==> src/rtl/pu_block_mac.sv <==
// pu_block_mac -- 2x2 block multiply-accumulate processing unit.
//
// Latches a 2x2 A block and a 2x2 B block when a start is accepted. It then
// runs eight multiply-accumulate steps through a single shared signed
// multiplier. The results are added into four signed accumulators.
//
// Ports:
//   i_Clock                 rising-edge clock
//   i_Reset                 asynchronous active-high reset
//   i_PU_Start              start request; accepted in IDLE or DONE
//   i_Clear_Acc             with an accepted start: zero accumulators first
//   i_A_Flat, i_B_Flat      operand blocks, element (i,j) at [(2i+j)*DATA_W +: DATA_W]
//   o_C_Flat                accumulators, element (i,j) at [(2i+j)*ACC_W +: ACC_W]
//   o_Partial_Output_Ready  level, high in DONE (result valid)
//   o_Busy                  high while the multiply sequence runs
module pu_block_mac #(
  parameter int DATA_W = 32,
  parameter int ACC_W  = 72
) (
  input  logic                i_Clock,
  input  logic                i_Reset,
  input  logic                i_PU_Start,
  input  logic                i_Clear_Acc,
  input  logic [4*DATA_W-1:0] i_A_Flat,
  input  logic [4*DATA_W-1:0] i_B_Flat,
  output logic [4*ACC_W-1:0]  o_C_Flat,
  output logic                o_Partial_Output_Ready,
  output logic                o_Busy
);

  typedef enum logic [1:0] {
    ST_IDLE = 2'd0,
    ST_MUL  = 2'd1,
    ST_DONE = 2'd2
  } state_t;

  state_t state_reg, state_next;

  logic [2:0]              step_reg;
  logic [DATA_W-1:0]       a_reg   [4];
  logic [DATA_W-1:0]       b_reg   [4];
  logic [ACC_W-1:0]        acc_reg [4];

  logic                    start_accept;
  logic                    mul_active;
  logic [1:0]              elem_idx;
  logic                    row_sel;
  logic                    col_sel;
  logic                    term_sel;
  logic signed [DATA_W-1:0]   a_sel;
  logic signed [DATA_W-1:0]   b_sel;
  logic signed [2*DATA_W-1:0] product;
  logic [ACC_W-1:0]           product_ext;

  assign start_accept = i_PU_Start && (state_reg != ST_MUL);
  assign mul_active   = (state_reg == ST_MUL);

  // Step encoding: step[2:1] is the output element e = 2i+j.
  // step[0] is the inner-product term t.
  assign elem_idx = step_reg[2:1];
  assign row_sel  = step_reg[2];
  assign col_sel  = step_reg[1];
  assign term_sel = step_reg[0];

  // A[i][t] and B[t][j] feed the single shared multiplier.
  assign a_sel       = $signed(a_reg[{row_sel, term_sel}]);
  assign b_sel       = $signed(b_reg[{term_sel, col_sel}]);
  assign product     = a_sel * b_sel;
  assign product_ext = {{(ACC_W-2*DATA_W){product[2*DATA_W-1]}}, product};

  // ---------------- FSM: state register ----------------
  always_ff @(posedge i_Clock or posedge i_Reset) begin
    if (i_Reset) begin
      state_reg <= ST_IDLE;
    end else begin
      state_reg <= state_next;
    end
  end

  // ---------------- FSM: next-state logic ----------------
  always_comb begin
    state_next = state_reg;
    case (state_reg)
      ST_IDLE: if (i_PU_Start) state_next = ST_MUL;
      ST_MUL:  if (step_reg == 3'd7) state_next = ST_DONE;
      ST_DONE: if (i_PU_Start) state_next = ST_MUL;
      default: state_next = ST_IDLE;
    endcase
  end

  // ---------------- FSM: outputs ----------------
  always_comb begin
    o_Busy                 = 1'b0;
    o_Partial_Output_Ready = 1'b0;
    case (state_reg)
      ST_MUL:  o_Busy = 1'b1;
      ST_DONE: o_Partial_Output_Ready = 1'b1;
      default: ;
    endcase
  end

  // Step counter. It wraps 7 -> 0 on the final accumulate.
  // A new start also forces it to 0.
  always_ff @(posedge i_Clock or posedge i_Reset) begin
    if (i_Reset) begin
      step_reg <= 3'd0;
    end else if (start_accept) begin
      step_reg <= 3'd0;
    end else if (mul_active) begin
      step_reg <= step_reg + 3'd1;
    end
  end

  // Per-element operand latches and accumulators.
  generate
    for (genvar gi = 0; gi < 4; gi++) begin : g_elem
      always_ff @(posedge i_Clock or posedge i_Reset) begin
        if (i_Reset) begin
          a_reg[gi] <= '0;
          b_reg[gi] <= '0;
        end else if (start_accept) begin
          a_reg[gi] <= i_A_Flat[gi*DATA_W +: DATA_W];
          b_reg[gi] <= i_B_Flat[gi*DATA_W +: DATA_W];
        end
      end

      // Each accumulator only updates on the two steps that target it.
      always_ff @(posedge i_Clock or posedge i_Reset) begin
        if (i_Reset) begin
          acc_reg[gi] <= '0;
        end else if (start_accept) begin
          if (i_Clear_Acc) acc_reg[gi] <= '0;
        end else if (mul_active && (elem_idx == 2'(gi))) begin
          acc_reg[gi] <= acc_reg[gi] + product_ext;
        end
      end

      assign o_C_Flat[gi*ACC_W +: ACC_W] = acc_reg[gi];
    end
  endgenerate

endmodule
==> config.mk <==
export PLATFORM = sky130hd
export DESIGN_NAME = pu_block_mac
export DESIGN_NICKNAME = d
export VERILOG_FILES = /design/src/rtl/pu_block_mac.sv
export SDC_FILE = /design/constraint.sdc
export NUM_CORES = 2
export LEC_CHECK = 0
export BUFFER_PORTS_ARGS = -buffer_cell sky130_fd_sc_hd__buf_2
export CAP_MARGIN = 20
export CORE_ASPECT_RATIO = 0.8
export CORE_MARGIN = 2
export CORE_UTILIZATION = 55
export DETAILED_ROUTE_END_ITERATION = 8
export GPL_ROUTABILITY_DRIVEN = 0
export PLACE_DENSITY = 0.8
export SYNTH_ARGS = -nofsm -noshare
export SYNTH_HDL_FRONTEND = slang
export SYNTH_SLANG_ARGS = --single-unit
==> constraint.sdc <==
create_clock -name i_Clock -period 16.8 [get_ports i_Clock]
set_input_delay 0.84 -clock i_Clock [delete_from_list [all_inputs] [get_ports i_Clock]]
set_output_delay 0.84 -clock i_Clock [all_outputs]
set_load 0.05 [all_outputs]
* Yosys cells after proc, flatten, opt, wreduce, memory -nomap -nowiden
Cells that the tools add are included.
** Word-level totals
- Register bits :: 549
- Bits of input ports :: 260
** Cells by class
- $add $sub $neg :: 5
- Multipliers :: 1
- Order comparisons :: 2
- Equality and inequality tests :: 10
- Mux-type cells :: 22
- Bitwise logic cells :: 2
- Reduce and logical (&&, ||, !) cells :: 18
** Operator list (count)
- $mux W72 :: 9
- $add A72 B72 Y72 :: 4
- $bmux W32 S2 :: 2
- $mux W32 :: 4
- $mul A32 B32 Y64 :: 1
- $reduce_and A2 Y1 :: 5
- $reduce_bool A2 Y1 :: 5
- $eq A2 B2 Y1 const B :: 3
- $ge A3 B3 Y1 const B :: 2
- $mux W3 :: 2
- $ne A2 B1 Y1 const B :: 3
- $not A2 Y3 :: 2
- $logic_and A1 B1 Y1 :: 5
- $eq A2 B1 Y1 const B :: 2
- $logic_not A2 Y1 :: 2
- $mux W2 :: 2
- $pmux W2 S2 :: 1
- $add A3 B1 Y3 const B :: 1
- $eq A3 B3 Y1 const B :: 1
- $mux W1 :: 2
- $ne A2 B2 Y1 const B :: 1
- $reduce_or A2 Y1 :: 1

* Longest topological paths before layout
- Depth in word-level cells :: 8
- Mapped depth :: 48
- Mapped depth without buffers :: 44

* Least setup slack after synthesis
OpenSTA, ideal clock, no wires.
- Path type :: register to register
- From :: reg step_reg[1]
- To :: reg acc_reg (netlist bit o_C_Flat[213])
- Data arrival time :: 11.863 ns
- Slack :: 4.803 ns
- Stages on the path, launching flop included :: 39
- Period minus slack after synthesis :: 11.997 ns
- Path through :: dfrtp_1 clkbuf_1 buf_1 clkbuf_1 buf_1 buf_1 o21ai_1 nor2_1 fa_1 fa_1 fa_1 fa_1 inv_1 fa_1 inv_1 fa_1 fa_1 fa_1 (+3 left out) a21oi_1 nor3_1 o21ai_0 a21oi_1 o41ai_1 a21bo_2 xnor2_2 ha_1 clkbuf_1 a21o_1 a21o_1 a21oi_1 nor2b_1 o21ai_0 nand2b_1 a221oi_1 xor2_1 o21ai_0
** Between the ends
- Word-level cells in the longest chain between the ends :: 8
- Elaborated cells on any way between the ends :: 12
- Those cells by class :: add/sub: 1; mul: 1; eq/ne: 1; mux: 5; bitwise: 1; reduce/logical: 3
** Ends and longest elaborated chain
- start: declaration :: RTL line 39 : logic [2:0] step_reg;
- start signal: assignment :: RTL line 110 : step_reg <= step_reg + 3'd1;
- $not A2 Y3 (not written as such) :: RTL line 67 : assign b_sel = $signed(b_reg[{term_sel, col_sel}]);
- $bmux W32 S2 :: RTL line 67
- $mux W32 (not written as such) (2 in series) :: RTL line 67
- $mul A32 B32 Y64 :: RTL line 68 : assign product = a_sel * b_sel;
- $add A72 B72 Y72 :: RTL line 134 : acc_reg[gi] <= acc_reg[gi] + product_ext;
- $mux W72 :: RTL line 133 : end else if (mul_active && (elem_idx == 2'(gi))) begin
- $mux W72 :: RTL line 131 : end else if (start_accept) begin
- end signal: indexed assignment :: RTL line 134
- end: declaration :: RTL line 42 : logic [ACC_W-1:0] acc_reg [4];
Parallel ways exist; a longest one is shown, timed or not. The select of a mux whose other input is x is not followed.
A chain may end at the register's enable or synchronous reset.

* Worst setup path after layout
- From :: reg step_reg[0]
- To :: reg acc_reg (netlist bit o_C_Flat[137])
** Between the ends
- Word-level cells in the longest chain between the ends :: 8
- Elaborated cells on any way between the ends :: 12
- Those cells by class :: add/sub: 1; mul: 1; mux: 8; bitwise: 2
** Ends and longest elaborated chain (RTL line)
- $not A2 Y3 (on tied branches) :: 66, 67
- $bmux W32 S2 (on tied branches) :: 66, 67
- $mux W32 (on tied branches) (2 in series) :: 66, 67
- $mul A32 B32 Y64 (*) :: 68
- $add A72 B72 Y72 (*) :: 134
- $mux W72 (*) :: 133
- $mux W72 (*) :: 131
Every way passes the cells marked *; elsewhere a longest branch is shown, timed or not. The select of a mux whose other input is x is not followed.

==> summary.txt <==
Timing
  • Final-report hold violation count: 0
  • Post-layout min period: roughly 14 ns
  • Smallest hold slack: 0.173 ns
  • Final setup violation count: 0
  • Max transition margin: 18.2%
  • Maximum frequency from static timing analysis: 73.3 MHz
  • Setup repair after global routing missed its margin: false
  • Worst setup slack after layout: 3.15 ns
  • Setup Total Neg Slack: 0 ns
  • Worst-Margin Slew: 1.22 ns
  • Max Clock Skew: 0.0628 ns
  • Max-slew violation total from the final report: 0
  • Fin crit share: 81.3%

Synth
  • Synth top area share: 30.1%
  • Post-synth ARST share: 100%
  • Cells taking the most area after synthesis: sky130_fd_sc_hd__fa_1 (30%), sky130_fd_sc_hd__dfrtp_1 (19%), sky130_fd_sc_hd__ha_1 (8.2%)
  • Synthesized netlist net count: roughly 9700
  • Post-synthesis cell type count: roughly 90
  • Yosys warning total: 0
  • Instance count of the mapped netlist: 7854
  • Main synth FF type: sky130_fd_sc_hd__dfrtp_1
  • Top cell types by occurrence after synthesis: sky130_fd_sc_hd__fa_1 (1086), sky130_fd_sc_hd__nand2_1 (1073), sky130_fd_sc_hd__inv_1 (1045)
  • Portion of the post-synthesis area used by sequential elements: 19.0%
  • Biggest area consumer among synthesized cells: sky130_fd_sc_hd__fa_1
  • Mapped Avg Cell Area: 9.20 µm²
  • Most used standard cell by instance count after synthesis: sky130_fd_sc_hd__fa_1
  • Cell Area, Synth: 72300 µm²
  • EDFF count, synth: 0
  • Yosys reg bits: 549

Status
  • Run status: completed

Floorplan
  • Floorplan die width: roughly 410 µm
  • Core area: 130000 µm²
  • Site Rows: 118
  • I/O pin count: 550
  • Area of the die: 134000 µm²
  • Die Y: approximately 330 µm
  • Initial Util: 55.6%

Setup path
  • Endpoint arrival time on the critical path: 14.28 ns
  • Most common cell on crit path: sky130_fd_sc_hd__fa_1
  • Highest net fanout along the worst path: 58
  • Critical path startpoint category: flip-flop
  • Critical Path Max Stage Delay: 0.93 ns
  • Slowest library cell on the worst path: sky130_fd_sc_hd__o21a_1
  • FF-to-FF path depth: 38
  • Type of the worst setup path: reg2reg
  • Critical Path Source: step_reg[0]
  • Reg-to-Reg End: o_C_Flat[137]
  • Category of the worst setup path capture point: flip-flop
  • Reg-to-reg startpoint: step_reg[0]
  • Data required time at the worst endpoint: 17.42 ns
  • R2R setup slack: 3.15 ns

Clock network
  • H-Tree Depth: 2
  • Clock buffers created by TritonCTS: 60
  • # hold bufs at CTS: 0
  • TritonCTS clock tree: yes
  • Clock Latency Late Sink: around 0.74 ns
  • Number of clock sinks: 549
  • Post-CTS setup-driven buffer insertion count: 0
  • Number of buffers between clock root and the deepest sink: 3
  • Count of cells resized by post-cts repair: 0
  • CTS Root Cell: sky130_fd_sc_hd__clkbuf_16
  • Clock edge transition at the registers on the reported setup and hold paths: 0.07 ns

Placement
  • Worst setup timing slack at the placement stage: 3.38 ns
  • Total half-perimeter wirelength after legalization and detailed placement: 187000 µm
  • Area after DPL: 76900 µm²
  • Number of port buffers: ~550

Job
  • Total of max-cap violations: 0

Route
  • First-iteration detailed-routing DRC count: 6997
  • Antenna-violating nets left: 0
  • Via count: 61600
  • Number of iterations in the first detailed-routing pass: 6
  • Routed length per instance: 23.2 µm
  • Routed WL: 233000 µm
  • Via density: 6.15
  • Residual DRC count: 0

Worst hold path
  • Type of the worst min-delay path: in2async

Finish
  • Fraction of final layout cells with drive strength greater than 1: 13.8%
  • Layout Nets: 10000
  • Max reg flops: 288
  • Number of filler cells placed in the layout: roughly 11000
  • Layout-stage area growth over the synthesis result: 9.42%
  • Post-route design area: between 70000 and 80000 µm²

Global route
  • Congestion Overflow GR: 0
  • Wire length of the first global-routing pass: roughly 360000 µm
  • Initial antenna violation count: 23
  • Total Routing Usage GR: 34.5%
  • Number of global-route vias before repair: roughly 63000
  • Pin count of the biggest net entering global routing: 124
worst max path at each step:
stage | endpoint
after detailed placement | o_C_Flat[142]
after CTS | o_C_Flat[142]
after global placement | o_C_Flat[215]
after floorplan | a_reg[0]
final | o_C_Flat[137]
after global routing | o_C_Flat[215]
per-stage QoR:
stage          std cells  util, %
2_1_floorplan       7854        -
3_5_place_dp        9899     59.2
3_3_place_gp        9897     59.1
5_1_grt            10000     60.8
6_report           10000     60.9
4_1_cts            10000     60.8
per-layer routing:
layer / up-vias / track usage, % / part of all wire (%)
li1: 26400 / - / -
met1: 30200 / 45.4 / 37
met2: 4007 / 49.9 / 42
met3: 987 / 11.4 / 14
met4: 28 / 20.0 / 7.4
met5: - / 0 / 0.080
cells in the final DEF (no fill, tap or decap), types with 42 or more instances in the layout:
cell type / count
sky130_fd_sc_hd__dfrtp_1: 546
sky130_fd_sc_hd__nand4_1: 61
sky130_fd_sc_hd__fa_1: 1086
sky130_fd_sc_hd__buf_4: 105
sky130_fd_sc_hd__ha_1: 474
sky130_fd_sc_hd__mux2_2: 307
sky130_fd_sc_hd__clkbuf_16: 60
sky130_fd_sc_hd__xnor2_1: 186
sky130_fd_sc_hd__o21bai_1: 52
sky130_fd_sc_hd__and2_1: 75
sky130_fd_sc_hd__nand3_1: 85
sky130_fd_sc_hd__buf_2: 550
sky130_fd_sc_hd__o21ai_0: 444
sky130_fd_sc_hd__o21a_1: 78
sky130_fd_sc_hd__nor2_1: 608
sky130_fd_sc_hd__a21o_1: 174
sky130_fd_sc_hd__xor2_1: 139
sky130_fd_sc_hd__nor2b_1: 46
sky130_fd_sc_hd__nor3_1: 42
sky130_fd_sc_hd__a21oi_1: 383
sky130_fd_sc_hd__inv_1: 1044
sky130_fd_sc_hd__nand2_1: 1071
sky130_fd_sc_hd__mux2i_1: 57
critical path: cells and delay by family, from the launching register on:
| family | cells | cell delay [ns] |
|---|---|---|
| AO/OA/AOI/OAI | 16 | 5.18 |
| adder cells (fa/ha/maj) | 10 | 4.76 |
| AND/OR/NAND/NOR | 6 | 1.34 |
| flip-flops | 1 | 0.90 |
| buffers and inverters | 4 | 0.65 |
| multiplexers | 1 | 0.32 |
| XOR/XNOR | 1 | 0.31 |
cells by family after synthesis:
| group | Yosys count | share of synthesized area, % |
|---|---|---|
| and+or+nand+nor | 2139 | 12.6 |
| adders and majority gates | 1560 | 38.3 |
| AOI/OAI and AO/OA | 1502 | 12.9 |
| buffers and inverters | 1401 | 7.28 |
| DFF | 549 | 19.0 |
| muxes | 377 | 5.98 |
| xor gates and xnor gates | 326 | 3.96 |
final cells by class:
class | count | area [µm²] | area share, %
Antenna cell | 6 | 15.0 | 0.0190
Clock buffer | 87 | 1770 | 2.24
Clock inverter | 23 | 353 | 0.446
Inverter | 1048 | 3940 | 4.98
Multi-Input combinational cell | 5904 | 53400 | 67.5
Sequential cell | 549 | 13700 | 17.4
Tap cell | 1740 | 2180 | 2.75
Timing Repair Buffer | 661 | 3670 | 4.64
Power is left out: the tool's default activity adds up to more than one toggle a clock period on the data nets, which glitch-free logic cannot reach.
